### config.mk
export PLATFORM = sky130hd
export DESIGN_NAME = regfile_sb
export DESIGN_NICKNAME = d
export VERILOG_FILES = /design/src/rtl/regfile_sb.sv
export SDC_FILE = /design/constraint.sdc
export NUM_CORES = 2
export LEC_CHECK = 0
export CORE_MARGIN = 5
export CORE_UTILIZATION = 35
export CTS_BUF_LIST = sky130_fd_sc_hd__clkbuf_8
export CTS_CLUSTER_DIAMETER = 120
export DETAILED_ROUTE_END_ITERATION = 8
export PLACE_DENSITY_LB_ADDON = 0.15
export SKIP_CTS_REPAIR_TIMING = 1
export SYNTH_ARGS = -nofsm -noshare
export SYNTH_HDL_FRONTEND = slang
export SYNTH_SLANG_ARGS = --single-unit
### constraint.sdc
create_clock -name clk -period 3.4 [get_ports clk]
set_input_delay 0.68 -clock clk [delete_from_list [all_inputs] [get_ports clk]]
set_output_delay 0.68 -clock clk [all_outputs]
set_load 0.01 [all_outputs]
### src/rtl/regfile_sb.sv
// Integer register file with two async read ports, one sync write port, optional
// write-to-read bypass and a per-register busy scoreboard for long-latency results.
module regfile_sb #(
  parameter int unsigned XLEN     = 32,
  parameter int unsigned NREG     = 32,
  parameter int unsigned SP_IDX   = 2,
  parameter logic [31:0] SP_RESET = 32'h7FFFEFFC,
  parameter bit          BYPASS   = 1'b1,
  localparam int unsigned AW      = $clog2(NREG),
  localparam int unsigned CW      = AW + 1
) (
  input  logic            clk,
  input  logic            rst,
  input  logic [AW-1:0]   A1,
  input  logic [AW-1:0]   A2,
  output logic [XLEN-1:0] RD1,
  output logic [XLEN-1:0] RD2,
  input  logic            WE,
  input  logic [AW-1:0]   A3,
  input  logic [XLEN-1:0] WD3,
  input  logic            ISS_V,
  input  logic [AW-1:0]   ISS_RD,
  output logic            BUSY1,
  output logic            BUSY2,
  output logic            HAZARD,
  output logic [CW-1:0]   PEND_CNT
);

  localparam logic [XLEN-1:0] SP_RST = XLEN'(SP_RESET);

  logic [XLEN-1:0] mem [NREG];
  logic [NREG-1:0] busy;
  logic [NREG-1:0] busy_nxt;
  logic [CW-1:0]   pend_nxt;
  logic            wr_v;
  logic            set_v;
  logic            set_new;
  logic            clr_real;
  logic            fwd1;
  logic            fwd2;
  logic            fwd_i;

  assign wr_v  = WE && (A3 != '0);
  assign set_v = ISS_V && (ISS_RD != '0);

  // Storage: x0 is never written so its slot simply stays at its reset value
  always_ff @(posedge clk or negedge rst) begin
    if (!rst) begin
      for (int unsigned i = 0; i < NREG; i++) begin
        mem[i] <= (i == SP_IDX) ? SP_RST : '0;
      end
    end else if (wr_v) begin
      mem[A3] <= WD3;
    end
  end

  // Scoreboard next state: a new issue supersedes a completing write to the same register
  always_comb begin
    busy_nxt = busy;
    set_new  = set_v && !busy[ISS_RD];
    clr_real = wr_v && busy[A3] && !(set_v && (ISS_RD == A3));
    if (wr_v) begin
      busy_nxt[A3] = 1'b0;
    end
    if (set_v) begin
      busy_nxt[ISS_RD] = 1'b1;
    end
    busy_nxt[0] = 1'b0;
    pend_nxt = PEND_CNT + CW'(set_new) - CW'(clr_real);
  end

  always_ff @(posedge clk or negedge rst) begin
    if (!rst) begin
      busy     <= '0;
      PEND_CNT <= '0;
    end else begin
      busy     <= busy_nxt;
      PEND_CNT <= pend_nxt;
    end
  end

  // Forwarding of the write in flight this cycle
  always_comb begin
    fwd1  = BYPASS && wr_v && (A3 == A1);
    fwd2  = BYPASS && wr_v && (A3 == A2);
    fwd_i = BYPASS && wr_v && (A3 == ISS_RD);
  end

  always_comb begin
    RD1 = '0;
    RD2 = '0;
    if (A1 != '0) begin
      RD1 = fwd1 ? WD3 : mem[A1];
    end
    if (A2 != '0) begin
      RD2 = fwd2 ? WD3 : mem[A2];
    end
  end

  always_comb begin
    BUSY1  = busy[A1] && !fwd1;
    BUSY2  = busy[A2] && !fwd2;
    HAZARD = BUSY1 || BUSY2 || (ISS_V && busy[ISS_RD] && !fwd_i);
  end

endmodule

==> qor.json <==
{
  "status": "complete, but fails checks",
  "failed_checks": "setup timing",
  "drive_above_1_share_pct": 64.6,
  "synth_register_bits": 1061,
  "path_cells": "mux4_2, mux4_2, nor2b_4, a221o_1, buf_2",
  "core.rowCount": 149,
  "mostFrequentLayoutCell": "sky130_fd_sc_hd__dfrtp_1",
  "final_period_minus_worst_setup_slack_ns": 3.70,
  "tightestPinTransition_ns": 0.924,
  "asyncSetResetFlopFracSynth_pct": 100,
  "die_x_um": 416,
  "worst_clock_skew_ns": 0.00971,
  "grtUsageTotal_pct": 23.6,
  "worst_skew_pair.late_latency_ns": 0.93,
  "switching_share_pct": 29.1,
  "critical_path.endpoint_type": "primary output",
  "ios": 129,
  "grt_max_degree": 156,
  "post_synth_inst_count": 3692,
  "cts_buffers": 193,
  "clock_tree_from_tritoncts": "built",
  "initial_core_util_pct": 35.1,
  "cts_htree_levels": 4,
  "count_of_input_and_output_buffers": 128,
  "wirelength_um": 207000,
  "core_area_um2": 164000,
  "mean_post_synth_cell_area_um2": 15.6,
  "mostFrequentLayoutCells": "1023 x sky130_fd_sc_hd__dfrtp_1, 999 x sky130_fd_sc_hd__mux2_2, 626 x sky130_fd_sc_hd__mux4_2",
  "postSynthNetCount": 3755,
  "die_area_um2": 173000,
  "cts_buffer_depth": 3,
  "wire_length_of_the_first_global_routing_pass_um": 295000,
  "routed-via-count": 37400,
  "crit_path_max_fanout": 3,
  "worst_slew_margin_rel_pct": 38.4,
  "start_kind": "register",
  "remaining_drc_errors": 0,
  "synth.yosys.warnings": 0,
  "criticalPathCategory": "reg2out",
  "ant_nets_after_route": 0,
  "place_hpwl_um": 132000,
  "dieHeight_um": 416,
  "avgViaCountPerCell": 5.80,
  "clock_tree_root_driver_cell": "sky130_fd_sc_hd__clkbuf_8",
  "worst-endpoint-required_ns": 2.72,
  "first_iter_violations": 2763,
  "post_synth_edffs": 0,
  "sequentialPowerShare_pct": 43.4,
  "critical_path.reg2reg.startpoint": "busy[22]",
  "final_min_period_over_clock_period_pct": 109,
  "synth_flop_cell": "sky130_fd_sc_hd__dfrtp_1",
  "cp_slowest_stage_delay_ns": 0.54,
  "clock_sink_count": 1061,
  "globalplace.congestion": 0.843,
  "combPwrFrac_pct": 24.9,
  "rsz0062_at_grt": "true",
  "synth.distinct_cells": 65,
  "detail_route.first_pass.iterations": 5,
  "power.clock.fraction_pct": 31.7,
  "p_per_area_nw_per_um2": 554,
  "power.switching_mw": 11.4,
  "timing.critical_path.mode_cell": "sky130_fd_sc_hd__mux4_2",
  "intPower_mw": 27.8,
  "fin_setup_tns_ns": -3.79,
  "hold_class": "in2async",
  "final_max_slew_viol_count": 0,
  "ir_drop_mv": 0.444,
  "clk_pin_slew_ns": 0.06,
  "placement.setup.worst_slack_ns": -0.977,
  "area_growth_syn_to_layout_pct": 22.8,
  "max_cap_violations": 0,
  "synthesis.area_um2": 57600,
  "max_freq_ghz": 0.270,
  "antenna_violations_before_repair": 3,
  "critical_path_arrival_ns": 3.02,
  "timing_hold_violations_final": 0,
  "aggregate_global_routing_overflow": 0,
  "cpMaxStageDelayCell": "sky130_fd_sc_hd__mux4_2",
  "ff2ff_setup_slack_ns": 0.15,
  "leakagePower_nw": 30.5,
  "ys_seq_area_share_pct": 46.1,
  "worstReg2RegEnd": "PEND_CNT[4]",
  "num-nets-final": 4164,
  "worstRegToRegCells": 14,
  "finish.instance_area_um2": 70700,
  "post-route-worst-setup-slack_ns": -0.304,
  "place_area_um2": 65200,
  "post_dr_wirelength_cell_um": 32.1,
  "via_count_of_the_first_global_routing_pass": 39100,
  "post-layout-total-power_mw": 39.2,
  "finalSetupViolations": 40
}
worst max-delay path by stage:
stage | start | end | slack, ns | cells past startpoint
after CTS | A3[0] | RD2[20] | -1.01 | 9
final | mem[21] | RD2[21] | -0.30 | 5
after detailed placement | A3[0] | RD2[20] | -0.98 | 9
after global placement | A3[0] | RD2[20] | -0.97 | 9
after global routing | mem[21] | RD2[21] | -0.38 | 5
after floorplan | A3[1] | PEND_CNT[4] | 0.01 | 15
Yosys cell counts, types with 17 or more instances:
master / instances / area [um^2]
sky130_fd_sc_hd__inv_1: 18 / 67.6
sky130_fd_sc_hd__mux2i_1: 64 / 641
sky130_fd_sc_hd__nand2_1: 83 / 312
sky130_fd_sc_hd__nor2b_1: 22 / 138
sky130_fd_sc_hd__nor2_1: 29 / 109
sky130_fd_sc_hd__xnor2_1: 17 / 149
sky130_fd_sc_hd__dfstp_2: 28 / 736
sky130_fd_sc_hd__mux4_2: 626 / 14100
sky130_fd_sc_hd__clkbuf_1: 221 / 830
sky130_fd_sc_hd__o21ai_0: 44 / 220
sky130_fd_sc_hd__buf_1: 42 / 158
sky130_fd_sc_hd__mux2_2: 1004 / 11300
sky130_fd_sc_hd__buf_2: 142 / 711
sky130_fd_sc_hd__a221o_1: 19 / 190
sky130_fd_sc_hd__dfrtp_1: 1033 / 25800
sky130_fd_sc_hd__a211oi_1: 30 / 225
sky130_fd_sc_hd__nand3_1: 101 / 505
critical path: cells and delay by family, from the launching register on:
kind,cells,cell delay (ns)
buffers and inverters,1,0.18
AO/OA/AOI/OAI,1,0.36
AND/OR/NAND/NOR,1,0.15
multiplexers,2,1.02
flip-flops,1,0.40
cell families (layout without fill, tap and decap cells):
| family | after synthesis | in the layout | synth area share, % |
|---|---|---|---|
| AO/OA/AOI/OAI | 163 | 163 | 2.11 |
| XOR/XNOR | 20 | 20 | 0.304 |
| adder cells (fa/ha/maj) | 7 | 7 | 0.165 |
| buffers and inverters | 447 | 1013 | 3.42 |
| flip-flops | 1061 | 1061 | 46.1 |
| multiplexers | 1694 | 1694 | 45.2 |
| other | 0 | 1 | 0 |
| AND/OR/NAND/NOR | 300 | 300 | 2.65 |
state kept, by name (all words and copies together) (netlist names):
signal,count
PEND_CNT,6
mem,1024
busy,31
routing by layer:
layer / vias to the layer above / share of wire, % / GRT usage (%)
li1: 15200 / - / -
met1: 20600 / 43 / 32.2
met2: 1214 / 47 / 36.9
met3: 345 / 6.0 / 5.45
met4: 2 / 3.6 / 8.68
met5: - / 0.0063 / 0
power by group through the flow:
stage	Clock (mW)	Sequential, mW	Combinational [mW]
floorplan	0	16.5	6.41
global placement	0	17.1	9.29
detailed placement	0	17.2	9.36
CTS	12.8	17.0	9.41
global route	13.3	17.3	10.4
finish	12.4	17.0	9.75
metrics by stage:
| step | utilization [%] | std cells | hold WS [ns] |
|---|---|---|---|
| after floorplan | - | 3692 | 0.384 |
| after global placement | 39.7 | 6036 | 0.377 |
| after detailed placement | 39.7 | 6036 | 0.384 |
| after CTS | 42.1 | 6388 | -0.462 |
| after global routing | 43.1 | 6448 | 0.166 |
| final | 43.1 | 6448 | 0.226 |
area by class of cell:
cell class / instances / area, um^2
clock inverter: 107 / 553
inverter: 19 / 73.8
antenna: 1 / 2.50
fill: 14800 / 93500
tap: 2189 / 2740
sequential: 1061 / 26600
clock buffer: 245 / 3370
multi-input combinational: 2184 / 30200
timing repair buffer: 642 / 7160
No activity file was read; power rests on OpenSTA's default activity.
